`src/rtl/ras_predictor_if.sv`:
```
// ras_predictor_if: fetch-side request and prediction bundle for ras_predictor
interface ras_predictor_if #(
  parameter int ADDR_W = 48,
  parameter int DEPTH = 8,
  parameter int NCKPT = 4
);
  logic instr_valid;
  logic [ADDR_W-1:0] pc;
  logic [31:0] instr;
  logic flush;
  logic ckpt_save;
  logic [$clog2(NCKPT)-1:0] ckpt_id;
  logic restore;
  logic [$clog2(NCKPT)-1:0] restore_id;
  logic pred_valid;
  logic [ADDR_W-1:0] pred_pc;
  logic [$clog2(DEPTH):0] count;
  logic overflow;
  modport master (
    output instr_valid, pc, instr, flush, ckpt_save, ckpt_id, restore, restore_id,
    input pred_valid, pred_pc, count, overflow
  );
  modport slave (
    input instr_valid, pc, instr, flush, ckpt_save, ckpt_id, restore, restore_id,
    output pred_valid, pred_pc, count, overflow
  );
endinterface

```
`src/rtl/ras_predictor.sv`:
```
// ras_predictor: circular return address stack with flush and checkpoint/restore (slots built only with RAS_CKPT_EN)
module ras_predictor #(
  parameter int ADDR_W = 48,
  parameter int DEPTH = 8,
  parameter int NCKPT = 4
) (
  input logic clk,
  input logic reset,
  ras_predictor_if.slave bus
);
  localparam int PW = $clog2(DEPTH);
  typedef enum logic [1:0] {OP_NONE, OP_PUSH, OP_POP, OP_REPL} op_e;
  logic [ADDR_W-1:0] stack [DEPTH];
  logic [PW-1:0] ptr;
  logic [PW-1:0] ptr_up;
  logic [PW:0] cnt;
  logic ovf;
  op_e op;
  logic [4:0] rd;
  logic [4:0] rs1;
  logic rd_link;
  logic rs1_link;
  logic is_jal;
  logic is_jalr;
  logic empty;
  logic full;
  logic do_push;
  logic do_pop;
  logic do_repl;
  logic drop;
  logic [ADDR_W-1:0] link_pc;
  logic load_ckpt;
  logic [PW-1:0] ld_ptr;
  logic [PW:0] ld_cnt;
  logic [ADDR_W-1:0] ld_top;
  logic unused_bits;
  assign unused_bits = ^bus.instr[31:20];
  // decode the instruction into a stack operation and drive the prediction
  always_comb begin
    rd = bus.instr[11:7];
    rs1 = bus.instr[19:15];
    rd_link = rd == 5'd1 || rd == 5'd5;
    rs1_link = rs1 == 5'd1 || rs1 == 5'd5;
    is_jal = bus.instr[6:0] == 7'h6f;
    is_jalr = bus.instr[6:0] == 7'h67 && bus.instr[14:12] == 3'd0;
    op = !bus.instr_valid ? OP_NONE :
         is_jal ? (rd_link ? OP_PUSH : OP_NONE) :
         !is_jalr ? OP_NONE :
         rd_link ? ((rs1_link && rd != rs1) ? OP_REPL : OP_PUSH) :
         rs1_link ? OP_POP : OP_NONE;
    empty = cnt == '0;
    full = cnt == (PW+1)'(DEPTH);
    do_pop = op == OP_POP && !empty;
    do_repl = op == OP_REPL && !empty;
    do_push = op == OP_PUSH || (op == OP_REPL && empty);
    link_pc = bus.pc + ADDR_W'(4);
    ptr_up = ptr + PW'(1);
    drop = bus.flush || (bus.restore && !load_ckpt);
    bus.pred_valid = !reset && (do_pop || do_repl);
    bus.pred_pc = bus.pred_valid ? stack[ptr] : '0;
    bus.count = cnt;
    bus.overflow = ovf;
  end
`ifdef RAS_CKPT_EN
  typedef struct packed {
    logic valid;
    logic [PW-1:0] ptr;
    logic [PW:0] cnt;
    logic [ADDR_W-1:0] top;
  } ckpt_t;
  ckpt_t slots [NCKPT];
  ckpt_t rd_slot;
  // select the restore slot; an invalid slot falls back to an empty stack
  always_comb begin
    rd_slot = slots[bus.restore_id];
    load_ckpt = bus.restore && rd_slot.valid;
    ld_ptr = rd_slot.ptr;
    ld_cnt = rd_slot.cnt;
    ld_top = rd_slot.top;
  end
  // snapshot pre-update pointer, count and top entry when no flush/restore competes
  always_ff @(posedge clk) begin
    if (reset)
      for (int i = 0; i < NCKPT; i++) slots[i] <= '0;
    else if (bus.ckpt_save && !bus.flush && !bus.restore)
      slots[bus.ckpt_id] <= '{valid: 1'b1, ptr: ptr, cnt: cnt, top: stack[ptr]};
  end
`else
  logic unused_ckpt;
  assign unused_ckpt = ^{bus.ckpt_save, bus.ckpt_id, bus.restore_id, NCKPT == 0};
  assign load_ckpt = 1'b0;
  assign ld_ptr = '0;
  assign ld_cnt = '0;
  assign ld_top = '0;
`endif
  // stack state: reset > flush/invalid restore > restore > push/pop/replace
  always_ff @(posedge clk) begin
    if (reset) begin
      ptr <= '0;
      cnt <= '0;
      ovf <= 1'b0;
      for (int i = 0; i < DEPTH; i++) stack[i] <= '0;
    end else if (drop) begin
      ptr <= '0;
      cnt <= '0;
      ovf <= 1'b0;
    end else if (bus.restore) begin
      ptr <= ld_ptr;
      cnt <= ld_cnt;
      stack[ld_ptr] <= ld_top;
    end else if (do_push) begin
      ptr <= ptr_up;
      stack[ptr_up] <= link_pc;
      cnt <= full ? cnt : cnt + (PW+1)'(1);
      ovf <= ovf | full;
    end else if (do_pop) begin
      ptr <= ptr - PW'(1);
      cnt <= cnt - (PW+1)'(1);
    end else if (do_repl) begin
      stack[ptr] <= link_pc;
    end
  end
endmodule

```
`src/flat_wrapper.sv`:
```
// flat-port wrapper written by rule: the top's interface ports become plain ports
module ras_predictor_flat 
#(
  parameter int ADDR_W = 48,
  parameter int DEPTH = 8,
  parameter int NCKPT = 4
)
  (clk, reset, bus_instr_valid, bus_pc, bus_instr, bus_flush, bus_ckpt_save, bus_ckpt_id, bus_restore, bus_restore_id, bus_pred_valid, bus_pred_pc, bus_count, bus_overflow);
  ras_predictor_if #(.ADDR_W(ADDR_W), .DEPTH(DEPTH), .NCKPT(NCKPT)) bus_i ();
  input logic clk;
  input logic reset;
  input wire logic [$bits(bus_i.instr_valid)-1:0] bus_instr_valid;
  input wire logic [$bits(bus_i.pc)-1:0] bus_pc;
  input wire logic [$bits(bus_i.instr)-1:0] bus_instr;
  input wire logic [$bits(bus_i.flush)-1:0] bus_flush;
  input wire logic [$bits(bus_i.ckpt_save)-1:0] bus_ckpt_save;
  input wire logic [$bits(bus_i.ckpt_id)-1:0] bus_ckpt_id;
  input wire logic [$bits(bus_i.restore)-1:0] bus_restore;
  input wire logic [$bits(bus_i.restore_id)-1:0] bus_restore_id;
  output wire logic [$bits(bus_i.pred_valid)-1:0] bus_pred_valid;
  output wire logic [$bits(bus_i.pred_pc)-1:0] bus_pred_pc;
  output wire logic [$bits(bus_i.count)-1:0] bus_count;
  output wire logic [$bits(bus_i.overflow)-1:0] bus_overflow;
  assign bus_i.instr_valid = bus_instr_valid;
  assign bus_i.pc = bus_pc;
  assign bus_i.instr = bus_instr;
  assign bus_i.flush = bus_flush;
  assign bus_i.ckpt_save = bus_ckpt_save;
  assign bus_i.ckpt_id = bus_ckpt_id;
  assign bus_i.restore = bus_restore;
  assign bus_i.restore_id = bus_restore_id;
  assign bus_pred_valid = bus_i.pred_valid;
  assign bus_pred_pc = bus_i.pred_pc;
  assign bus_count = bus_i.count;
  assign bus_overflow = bus_i.overflow;
  ras_predictor #(.ADDR_W(ADDR_W), .DEPTH(DEPTH), .NCKPT(NCKPT)) u_core (.clk(clk), .reset(reset), .bus(bus_i));
endmodule
```
`config.mk`:
```
export PLATFORM = sky130hd
export DESIGN_NAME = ras_predictor_flat
export DESIGN_NICKNAME = d
export VERILOG_FILES = /design/src/rtl/ras_predictor_if.sv /design/src/rtl/ras_predictor.sv /design/src/flat_wrapper.sv
export SDC_FILE = /design/constraint.sdc
export NUM_CORES = 1
export LEC_CHECK = 0
export BUFFER_PORTS_ARGS = -buffer_cell sky130_fd_sc_hd__buf_2
export CORE_MARGIN = 2
export CORE_UTILIZATION = 49
export DETAILED_ROUTE_END_ITERATION = 8
export PLACE_DENSITY = 0.66
export RECOVER_POWER = 50
export SETUP_SLACK_MARGIN = 0.15
export SYNTH_ARGS = -nofsm -noshare
export SYNTH_HDL_FRONTEND = slang
export SYNTH_SLANG_ARGS = --single-unit
```
`constraint.sdc`:
```
create_clock -name clk -period 9.18 [get_ports clk]
set_input_delay 1.377 -clock clk [delete_from_list [all_inputs] [get_ports clk]]
set_output_delay 1.377 -clock clk [all_outputs]
set_load 0.01 [all_outputs]
```
==> flow_summary.ini <==
[cts]
cts_made_buffers = 40
ctsHtreeMaxLevel = 2
cts_setup_buffers = 0
clk-insertion-delay-late_ps = 530
ctsResizeCount = 0
clkSlewWorstSetupHoldPaths_ps = 60
cts_sinks = 395
cts_tree = yes
cts_root_buf = clkbuf_16
cts-hold-fix-buffers = 0
clockBufferDepth = 3

[timing]
hold_viol = 0
slew_violations = 255
period_needed_ps = 7130
tns_ps = 0
rsz0062_at_grt = false
fin_crit_sh_pct = 77.7
setup_ws_ps = 2050
tightest_slew_ps = 3950
worst_hold_slack_ps = 476
skew_ps = 17.5
finalSetupViolCount = 0
maxSlewHeadroom_pct = -163
fmax_mhz = 140

[synthesis]
synth-edff-count = 384
synthArstFlopShare_pct = 0
synthFlopType = edfxtp_1
synth_seq_cells = 395
synth_cells = 1390
syn_nets = 1486
yosysWarnings = 0
synth_cell_type_count = 47
syn_avg_cell_area_sq_um = 13.5
yosysSeqAreaShare_pct = 62.7
synth_area_sq_um = 18700

[layout]
fin_util_pct = 55.6
final_nets = 1560
drive_above_1_share_pct = 20.8
multi_input_area_sq_um = 6470
ff_latch_area_sq_um = 11800
antenna_cells = 0
area_growth_pct = 11.9
nFillCells = 3186
design_area_sq_um = 21000

[floorplan]
start_util_pct = 49.7
num_rows = 71
core_sq_um = 37700
dieWidth_microns = 200
die_h_microns = 200
boundaryPins = 144
dieArea_sq_um = 39800

[global_route]
grt_pass1_vias = 12400
grt-ovfl-total = 0
gr-max-usage-layer = met2
met1_usage_pct = 31.7
grt_usage_pct = 24.2
grt_start_max_net_pins = 85
antenna_found_initial = 0
met3_usage_pct = 2.95
met2_usage_pct = 42.1
grt_first_pass_wirelength_microns = 71800

[route]
final_antenna_net_count = 0
wl_microns = 47100
drt-initial-drc-count = 1033
viasPerCell = 6.06
wl_per_cell_microns = 23.5
drcViolationCount = 0
detail_route.first_pass.iterations = 5
vias = 12100

[setup_path]
startpoint = bus_instr[8]
reg2reg_slack_ps = 3320
cp-start-kind = input port
reg2reg_depth = 8
crit_fanout = 48
required_ps = 9220
rr_startpoint = u_core.bus.count[1]$_SDFFE_PP0P_
endpoint_kind = register
path_class = in -> reg
setup.worst_path.end = u_core.stack[6][37]$_SDFFCE_PN0P_
arrival_ps = 7170
r2r-end = u_core.stack[6][37]$_SDFFCE_PN0P_

[power_and_ir_drop]
vdd_ir_drop_max_mv = 0.118
p_per_area_nw_per_um2 = 179
p_leak_nw = 6.84

[place]
place_congestion = 0.822
place_hpwl_microns = 25900
placed_area_sq_um = 19800
dp_slack_ps = 3720
portBuffers = 126

[min_path]
min_path_type = reg -> reg

[outcome]
failed_checks = capacitance limit, slew limit
status = complete, but fails checks

[run]
drv_cap = 7
## area by class of cell
cell class                      instances  share of cell area [%]
Multi-Input combinational cell        864                    30.9
Inverter                               10                   0.179
Tap cell                              511                    3.05
Sequential cell                       395                    56.1
Timing Repair Buffer                  153                    3.87
Clock inverter                         24                   0.788
Clock buffer                           47                    5.10
## synth_stat cells, types with 2 or more instances
cell / instances / area, sq um
buf_2: 22 / 110
ha_1: 5 / 62.6
xnor2_1: 21 / 184
buf_6: 2 / 22.5
nand2b_1: 2 / 12.5
mux4_2: 96 / 2160
or4b_1: 2 / 20.0
or4_1: 2 / 15.0
xor2_1: 29 / 254
mux2i_1: 48 / 480
nor2_1: 247 / 927
dfxtp_1: 11 / 220
and2_1: 7 / 43.8
a21oi_1: 11 / 55.1
nand3_1: 51 / 255
clkbuf_1: 78 / 293
and3_1: 8 / 50.1
o21bai_1: 8 / 60.1
nor4_1: 41 / 257
nand4_1: 19 / 119
a21o_1: 4 / 30.0
buf_1: 19 / 71.3
or3_1: 13 / 81.3
a31oi_4: 3 / 63.8
nand2_1: 36 / 135
or2_2: 2 / 12.5
nand3b_1: 3 / 22.5
inv_1: 10 / 37.5
and4_1: 6 / 52.6
edfxtp_1: 384 / 11500
nor3_1: 184 / 921
## metrics by stage
| step | total power, mW | cells |
|---|---|---|
| CTS | 3.76 | 2004 |
| global placement | 2.22 | 1933 |
| floorplan | 2.15 | 1390 |
| detailed placement | 2.22 | 1933 |
| finish | 3.74 | 2004 |
| global route | 3.84 | 2004 |
## placed cells by master, fill, tap and decap left out, drive strengths merged
cell type | netlist | routed
edfxtp | 384 | 384
nor2 | 248 | 248
nor3 | 184 | 184
buf | 43 | 144
mux4 | 96 | 96
clkbuf | 78 | 56
nand3 | 51 | 51
mux2i | 48 | 48
nor4 | 42 | 42
nand2 | 36 | 36
xor2 | 29 | 29
clkinv | 0 | 22
xnor2 | 21 | 21
nand4 | 19 | 19
or3 | 13 | 13
a21oi | 12 | 12
dfxtp | 11 | 11
inv | 10 | 10
and3 | 8 | 8
and2 | 8 | 8
o21bai | 8 | 8
and4 | 6 | 6
ha | 5 | 5
a31oi | 4 | 4
a21o | 4 | 4
nand3b | 3 | 3
or4b | 2 | 2
or2 | 2 | 2
or4 | 2 | 2
o21ai | 2 | 2
nand2b | 2 | 2
bufinv | 0 | 2
a211oi | 2 | 2
nor4b | 1 | 1
and3b | 1 | 1
o2111ai | 1 | 1
and4b | 1 | 1
o2bb2ai | 1 | 1
o21a | 1 | 1
fa | 1 | 1
## sequential cells by signal, indices dropped and copies added (netlist names), named ones only
register and flops:
u_core.stack 384, u_core.bus.count 4, u_core.ptr 3, u_core.bus.overflow 1
## power breakdown
group          internal, mW  switching, mW
Combinational        0.0465         0.0976
Clock                 0.886          0.672
Sequential             2.03         0.0137
## metal layers
metal	up-vias	wire length (microns)
li1	5455	-
met5	-	0
met3	92	3070
met2	486	23900
met1	6104	18800
met4	0	1300
## critical path, cell delays in order
cell and delay, ps:
buf_2 100, or4b_1 550, or4_1 530, buf_4 320, nor2_8 190, a31oi_1 120
clkbuf_1 770, o21bai_4 370, clkbuf_1 2810
## cells by family (layout without fill, tap and decap cells)
family | after synthesis | in the layout | synth area share, %
flip-flops | 395 | 395 | 62.7
buffers and inverters | 131 | 234 | 2.85
multiplexers | 144 | 144 | 14.1
adder cells (fa/ha/maj) | 6 | 6 | 0.441
AND/OR/NAND/NOR | 629 | 629 | 16.0
XOR/XNOR | 50 | 50 | 2.34
AO/OA/AOI/OAI | 35 | 35 | 1.54
## worst min-delay path by stage
| stage | cells after the start | startpoint | to | slack, ps |
|---|---|---|---|---|
| after floorplan | 2 | u_core.bus.overflow$_SDFFE_PP0N_ | u_core.bus.overflow$_SDFFE_PP0N_ | 500 |
| after detailed placement | 2 | u_core.bus.overflow$_SDFFE_PP0N_ | u_core.bus.overflow$_SDFFE_PP0N_ | 470 |
| after global routing | 2 | u_core.bus.overflow$_SDFFE_PP0N_ | u_core.bus.overflow$_SDFFE_PP0N_ | 530 |
| final | 2 | u_core.bus.overflow$_SDFFE_PP0N_ | u_core.bus.overflow$_SDFFE_PP0N_ | 480 |
| after global placement | 2 | u_core.bus.overflow$_SDFFE_PP0N_ | u_core.bus.overflow$_SDFFE_PP0N_ | 450 |
| after CTS | 2 | u_core.bus.overflow$_SDFFE_PP0N_ | u_core.bus.overflow$_SDFFE_PP0N_ | 480 |
Note: power is estimated with default switching activity, not from simulation.
